## config.mk

```make
export PLATFORM = sky130hd
export DESIGN_NAME = aes_round_engine
export DESIGN_NICKNAME = d
export VERILOG_FILES = /design/src/rtl/aes_pkg.sv /design/src/rtl/aes_sbox.sv /design/src/rtl/aes_round_engine.sv
export SDC_FILE = /design/constraint.sdc
export NUM_CORES = 2
export LEC_CHECK = 0
export CAP_MARGIN = 25
export CORE_AREA = 5 5 654 656
export DETAILED_ROUTE_END_ITERATION = 10
export DIE_AREA = 0 0 659 661
export PLACE_DENSITY = 0.4
export SYNTH_ARGS = -nofsm -noshare
export SYNTH_HDL_FRONTEND = slang
export SYNTH_SLANG_ARGS = --single-unit
```

## constraint.sdc

```tcl
create_clock -name clk -period 4.3 [get_ports clk]
set_input_delay 0.86 -clock clk [delete_from_list [all_inputs] [get_ports clk]]
set_output_delay 0.86 -clock clk [all_outputs]
set_load 0.05 [all_outputs]
```

## src/rtl/aes_pkg.sv

```systemverilog
// aes_pkg: AES-128 constants, FSM type and round-function helpers shared by the round engine and key schedule.
package aes_pkg;
  typedef enum logic [1:0] {S_IDLE, S_ROUND, S_FINAL, S_DONE} fsm_t;
  localparam int NR = 10;
  localparam logic [2047:0] SBOX = {
    128'h637c777bf26b6fc53001672bfed7ab76, 128'hca82c97dfa5947f0add4a2af9ca472c0,
    128'hb7fd9326363ff7cc34a5e5f171d83115, 128'h04c723c31896059a071280e2eb27b275,
    128'h09832c1a1b6e5aa0523bd6b329e32f84, 128'h53d100ed20fcb15b6acbbe394a4c58cf,
    128'hd0efaafb434d338545f9027f503c9fa8, 128'h51a3408f929d38f5bcb6da2110fff3d2,
    128'hcd0c13ec5f974417c4a77e3d645d1973, 128'h60814fdc222a908846eeb814de5e0bdb,
    128'he0323a0a4906245cc2d3ac629195e479, 128'he7c8376d8dd54ea96c56f4ea657aae08,
    128'hba78252e1ca6b4c6e8dd741f4bbd8b8a, 128'h703eb5664803f60e613557b986c11d9e,
    128'he1f8981169d98e949b1e87e9ce5528df, 128'h8ca1890dbfe6426841992d0fb054bb16};
  function automatic logic [7:0] xtime(input logic [7:0] b);
    return {b[6:0], 1'b0} ^ (b[7] ? 8'h1b : 8'h00);
  endfunction
  function automatic logic [31:0] mix_column(input logic [31:0] col);
    logic [7:0] a0, a1, a2, a3;
    {a0, a1, a2, a3} = col;
    return {xtime(a0) ^ xtime(a1) ^ a1 ^ a2 ^ a3,
            a0 ^ xtime(a1) ^ xtime(a2) ^ a2 ^ a3,
            a0 ^ a1 ^ xtime(a2) ^ xtime(a3) ^ a3,
            xtime(a0) ^ a0 ^ a1 ^ a2 ^ xtime(a3)};
  endfunction
  function automatic logic [127:0] shift_rows(input logic [127:0] s);
    logic [127:0] o;
    o = '0;
    for (int c = 0; c < 4; c++)
      for (int r = 0; r < 4; r++)
        o[127 - 8 * (4 * c + r) -: 8] = s[127 - 8 * (4 * ((c + r) % 4) + r) -: 8];
    return o;
  endfunction
  function automatic logic [127:0] round_key(input logic [1407:0] ek, input logic [3:0] idx);
    return ek[1407 - 128 * int'(idx) -: 128];
  endfunction
endpackage

```

## src/rtl/aes_sbox.sv

```systemverilog
// aes_sbox: combinational AES S-box byte lookup.
module aes_sbox
  import aes_pkg::*;
(
  input  logic [7:0] din,
  output logic [7:0] dout
);
  assign dout = SBOX[2047 - 8 * int'(din) -: 8];
endmodule

```

## src/rtl/aes_round_engine.sv

```systemverilog
// aes_round_engine: iterative AES-128 encryption, one round per clock over a pre-expanded key schedule.
module aes_round_engine
  import aes_pkg::*;
(
  input  logic          clk,
  input  logic          rst,
  input  logic          key_valid,
  input  logic [1407:0] exp_key,
  input  logic          start_enc,
  input  logic [127:0]  plaintext,
  output logic          busy,
  output logic          enc_done,
  output logic [127:0]  ciphertext,
  output logic          start_err
);
  fsm_t         st;
  logic [3:0]   round_cnt;
  logic [127:0] state_reg, sub, shifted, mixed;
  for (genvar i = 0; i < 16; i++) begin : g_sb
    aes_sbox u_sbox (.din(state_reg[8*i +: 8]), .dout(sub[8*i +: 8]));
  end
  assign shifted = shift_rows(sub);
  for (genvar c = 0; c < 4; c++) begin : g_mc
    assign mixed[32*c +: 32] = mix_column(shifted[32*c +: 32]);
  end
  always_ff @(posedge clk) begin
    if (rst) begin
      st         <= S_IDLE;
      round_cnt  <= '0;
      state_reg  <= '0;
      ciphertext <= '0;
      busy       <= 1'b0;
      enc_done   <= 1'b0;
      start_err  <= 1'b0;
    end else begin
      enc_done  <= 1'b0;
      start_err <= 1'b0;
      case (st)
        S_IDLE: begin
          if (start_enc && key_valid) begin
            state_reg <= plaintext ^ round_key(exp_key, 4'd0);
            round_cnt <= 4'd1;
            busy      <= 1'b1;
            st        <= S_ROUND;
          end else if (start_enc) begin
            start_err <= 1'b1;
          end
        end
        S_ROUND: begin
          state_reg <= mixed ^ round_key(exp_key, round_cnt);
          round_cnt <= round_cnt + 4'd1;
          if (round_cnt == 4'(NR - 1)) st <= S_FINAL;
        end
        S_FINAL: begin
          ciphertext <= shifted ^ round_key(exp_key, 4'(NR));
          enc_done   <= 1'b1;
          st         <= S_DONE;
        end
        S_DONE: begin
          busy <= 1'b0;
          st   <= S_IDLE;
        end
      endcase
    end
  end
endmodule

```

* After elaboration in Yosys (flattened, before gate mapping) *
Index checks and enable logic that the tools add are counted.

word-level totals
  register bits after elaboration = 265
  logic and storage cells = 167
  bits of input ports = 1540

operators by class
  shift-type cells = 17
  multiplexer cells = 27
  add/subtract/negate cells = 18
  reductions and logical operators = 8
  equal/unequal tests = 6
  bitwise operators = 84

operators with widths
  cell                                                            count
  variable part select 2055 x 32 -> 8 bit (first input constant)  16
  variable part select 1535 x 12 -> 128 bit                       1
  XOR 8 bit                                                       64
  XOR 128 bit                                                     3
  one-hot mux 128 bit (2 select lines)                            1
  subtractor 11 x 11 -> 12 bit (first input constant)             17
  two-way mux 128 bit                                             1
  XOR 8 x 5 -> 8 bit                                              16
  two-way mux 5 bit                                               16
  one-hot mux 2 bit (4 select lines)                              1
  one-hot mux 4 bit (2 select lines)                              1
  AND reduction 2 bit                                             3
  adder 4 x 1 -> 4 bit (second input constant)                    1
  == test 2 bit (second input constant)                           2
  == test 4 bit (second input constant)                           1
  two-way mux 2 bit                                               2
  two-way mux 4 bit                                               1
  inequality test 2 bit (second input constant)                   2
  nonzero test 2 bit                                              2
  two-way mux 1 bit                                               3
  OR reduction 3 bit                                              1
  == test 2 x 1 -> 1 bit (second input constant)                  1
  logical NOT 2 bit                                               1
  one-hot mux 1 bit (2 select lines)                              1
  2 further kinds                                                 2

* Depth between registers and ports, before layout *
  word-level depth = 10
  depth in mapped cells = 17

* Modules after synthesis *
Synthesis repeated with hierarchy kept, for this count alone.

unflattened totals
  cells, all modules = 11907
  area total of the unflattened synthesis = 84285.8 um2

modules (own cells, without submodules)
  module            sequential area each (um2)  times used  cells an instance  area each (um2)
  aes_sbox          0.0                         16          551                3435.8
  aes_round_engine  5305.1                      1           3091               29313.1

* Worst setup path after synthesis *
Ideal clock, no wire load.

  path kind = flip-flop to flip-flop
  start point = register state_reg[1]
  end point = register state_reg[108]
  cell stages (with the launch flop) = 16
  library setup time = 95 ps
  arrival time = 4175 ps
  setup slack = 29 ps
  buffers on the path = 5
  path through = dfxtp_1 -> buf_2 -> clkbuf_1 -> clkbuf_1 -> inv_1 -> ha_1 -> clkbuf_1 -> maj3_1 -> a2111oi_0 -> a2111oi_0 -> or4_1 -> clkbuf_1 -> xor2_1 -> xnor2_1 -> xnor2_1 -> a221oi_1

between the ends
  cells in the longest elaborated chain, start to end = 8

ends and longest elaborated chain
  element                                      RTL line                text
  from (decl)                                  aes_round_engine.sv:18  logic [127:0] state_reg, sub, shifted, mixed;
  from (signal assigned)                       aes_round_engine.sv:41  state_reg <= plaintext ^ round_key(exp_key, 4'd0);
  from (signal assigned)                       aes_round_engine.sv:50  state_reg <= mixed ^ round_key(exp_key, round_cnt);
  subtractor 11 x 11 -> 12 bit (*)             aes_sbox.sv:8           assign dout = SBOX[2047 - 8 * int'(din) -: 8];
  variable part select 2055 x 32 -> 8 bit (*)  aes_sbox.sv:8
  two-way mux 5 bit                            aes_pkg.sv:15           return {b[6:0], 1'b0} ^ (b[7] ? 8'h1b : 8'h00);
  XOR 8 x 5 -> 8 bit                           aes_pkg.sv:15
  XOR 8 bit                                    aes_pkg.sv:22           a0 ^ a1 ^ xtime(a2) ^ xtime(a3) ^ a3,
  XOR 8 bit (*)                                aes_pkg.sv:22
  XOR 128 bit (*)                              aes_round_engine.sv:50
  one-hot mux 128 bit (2 select lines) (*)     aes_round_engine.sv:38  case (st)

Mark *: on every way between the ends. The rest lies on a longest branch, timed or not.
A chain may end at the register's enable or synchronous reset.

* Worst setup path in the final report *
  start point = register round_cnt[1]
  end point = register state_reg[99]

between the ends
  cells in the longest elaborated chain, start to end = 4

ends and longest elaborated chain
  element                                    RTL line                text
  from (decl)                                aes_round_engine.sv:17  logic [3:0] round_cnt;
  from (signal assigned)                     aes_round_engine.sv:51  round_cnt <= round_cnt + 4'd1;
  subtractor 11 x 11 -> 12 bit               aes_pkg.sv:34           return ek[1407 - 128 * int'(idx) -: 128];
  variable part select 1535 x 12 -> 128 bit  aes_pkg.sv:34
  XOR 128 bit                                aes_round_engine.sv:50
  one-hot mux 128 bit (2 select lines)       aes_round_engine.sv:38

Every way passes these cells.

==> qor.txt <==
status: complete, but fails checks
violated checks: setup timing
Setup-failing EPs final: 6
worst slack, placed: -341 ps
count of different cell masters after synthesis: 126
Syn-to-layout area delta: 48.8%
HP Class: reg -> reg
syn nets: 13903
post-synthesis cell area: 84200 µm²
core area: 422000 µm²
worst vdd ir: 0.00104 V
R2R setup slack: -130 ps
Yosys Warn Count: 0
Critical Path AT: 5100 ps
first-pass GRT wire length: 1160 mm
leakage dissipation: 46.0 nW
gr ovfl total: 0
Hold Startpoint: ciphertext[72]$_SDFFE_PP0P_
total CTS buffers: 53
share of layout cells above drive strength 1: 22.1%
clock transition at the registers of the reported paths: 70 ps
maxcap violations: 0
Adder-Cell Fraction of Synth Area: 3.56%
die width: 659 µm
Critical Path Source: round_cnt[1]$_SDFFE_PP0P_
pwr dens: 1320 nW/µm²
Seq/Total Area, Yosys: 6.30%
fin crit period: 4430 ps
period utilisation layout: 103%
f_max: 226 MHz
Async S/R FF share, synth: 0%
Post-Syn Instances: 12127
area of the multi-input gates: 72500 µm²
vias in the first global route: 115106
post-detail-place hpwl: 758 mm
clk_lat worst skew: 850 ps
fin cells: 20652
Routability Congestion: 1.03
Crit Path Max Fanout: 27
DIE HEIGHT: 661 µm
Setup crit start kind: flop
total negative slack: -393 ps
Post-DRT Antenna Nets: 0
DR iter-0 viols: 18832
clk root buf: clkbuf_16
H-tree depth: 2
Std-Cell Rows: 239
total wire length: 906 mm
vias after detailed routing: 123461
largest net degree at the start of global routing: 103
Die ar.: 436000 µm²
Layout Nets: 16618
Cells after DPL: 20326
Post-route DRC: 0
filler instances: 46587
CTS tree: done
Pre-antenna DRT Iters: 7
CP Capture Type: flop
WL per Instance: 43.9 µm
main combinational cell family by area after synthesis: compound AO/OA/AOI/OAI gates
Total GRT Usage: 39.2%
worst-case clock buffer depth: 3
Final Cell Area: 125000 µm²
Core Util, Final: 29.7%
critical path class: reg -> reg
Slew Limit Fails: 0
flip-flop and latch area: 5440 µm²
simple-gate share of the synthesized area: 22.9%
Post-synth top flop: dfxtp_1
CP max stage delay: 670 ps
Cell Chain, Critical Path: inv_1 > ha_4 > buf_12 > buf_4 > mux2i_1 > nor2_1 > a21oi_1 > nor3_1 > o21ai_0 > xor2_1 > xnor2_1 > xnor2_1 > xnor2_1 > o22ai_1
initial antenna violation count: 374
Fin. Hold Viols: 0
Vias/cell: 5.98
unrepaired setup endpoints after global routing: true
WP data required: 4970 ps
crit-path most repeated cell: xnor2_1
Initial Util: 20.0%
Avg Cell Area, Syn: 6.95 µm²
Top Ports: 1671
clk_skew: 111 ps
R2R Path Start: round_cnt[1]$_SDFFE_PP0P_
worst setup margin: -129 ps
Slew HR: 21.9%
Placement Cell Area: 122000 µm²
#FFs+latches synth: 265
port bufs: 1670
XOR/XNOR share of the synthesized area: 9.20%
Synth Area in Compound Gates: 35.1%
multiplexer area fraction after synthesis: 14.6%
CP max-delay cell: o21ai_0
Clock Sinks: 265
Post-synth EDFFs: 0
Worst-Margin Slew: 1160 ps
[kinds of logic after synthesis]
logic type | count (synthesis)
flops | 265
xor+xnor | 861
mux | 705
buf+inv | 1600
compound gates | 4459
simple gates | 3996
fa+ha+maj | 241
[where the power goes]
part           internal, mW  switching, mW
clock                  2.97           2.11
sequential             3.41           2.57
combinational          64.1           90.8
total                  70.5           95.5
[metrics by stage]
| stage | hold WS [ps] | power [mW] |
|---|---|---|
| 2_1_floorplan | 511 | 79.9 |
| 3_3_place_gp | 472 | 158 |
| 3_5_place_dp | 476 | 150 |
| 4_1_cts | 483 | 158 |
| 5_1_grt | 504 | 170 |
| 6_report | 483 | 166 |
[synth_stat cells, drive strengths merged, types with 195 or more instances]
cell type / number / area (µm²)
mux4: 412 / 9280
nor2: 963 / 3630
xor2: 275 / 2460
o21ai: 1034 / 5190
o211ai: 195 / 1480
nand2: 1030 / 3870
a21oi: 1155 / 5780
nand2b: 374 / 2340
ha: 236 / 2950
clkbuf: 719 / 2700
xnor2: 577 / 5090
buf: 703 / 3630
mux2i: 264 / 2660
a211oi: 284 / 2160
a31oi: 218 / 1370
nor3: 506 / 2560
dfxtp: 265 / 5310
nand3: 310 / 1550
nor2b: 277 / 1740
[area by class of cell]
| class | count | share of cell area (%) |
|---|---|---|
| Multi-Input combinational cell | 10262 | 57.9 |
| Timing Repair Buffer | 4082 | 29.8 |
| Tap cell | 5543 | 5.53 |
| Sequential cell | 265 | 4.34 |
| Clock buffer | 70 | 1.20 |
| Inverter | 178 | 0.533 |
| Antenna cell | 227 | 0.453 |
| Clock inverter | 25 | 0.307 |
[worst max-delay path, delay by kind of cell, from the launching register on]
family | cells | cell delay [ps]
AO/OA/AOI/OAI | 3 | 1390
XOR/XNOR | 4 | 770
multiplexers | 1 | 220
adder cells (fa/ha/maj) | 1 | 420
flip-flops | 1 | 440
buffers and inverters | 3 | 730
AND/OR/NAND/NOR | 2 | 250
[final timing paths]
check / to / cells past startpoint
setup / recovery: state_reg[99]$_SDFFE_PP0P_ / 14
hold / removal: ciphertext[72]$_SDFFE_PP0P_ / 2
setup reg to reg: state_reg[99]$_SDFFE_PP0P_ / 14
hold reg to reg: ciphertext[72]$_SDFFE_PP0P_ / 2
[cells in the final DEF, fill, tap and decap left out, types with 277 or more instances in the layout]
cell type / instances
nand2_1: 1028
nand2b_1: 374
nand3_1: 309
a211oi_1: 277
buf_4: 2208
xnor2_1: 554
o21ai_0: 998
nor2_1: 953
a21oi_1: 1152
clkdlybuf4s50_1: 1669
nor3_1: 498
mux4_2: 412
[per-layer routing]
layer / vias up / GRT usage (%) / part of all wire (%)
met3: 1686 / 12.7 / 11
met4: 118 / 25.9 / 7.7
li1: 51382 / - / -
met1: 61780 / 49.3 / 39
met5: - / 0.285 / 0.12
met2: 8495 / 57.1 / 42
[timing repair]
item	4_1_cts	5_1_grt
hold buffers	0	0
setup buffers	1	1
setup endpoints to repair	18	49
pin swaps	2	4
resized for setup	26	49
No activity file was read; power rests on OpenSTA's default activity.
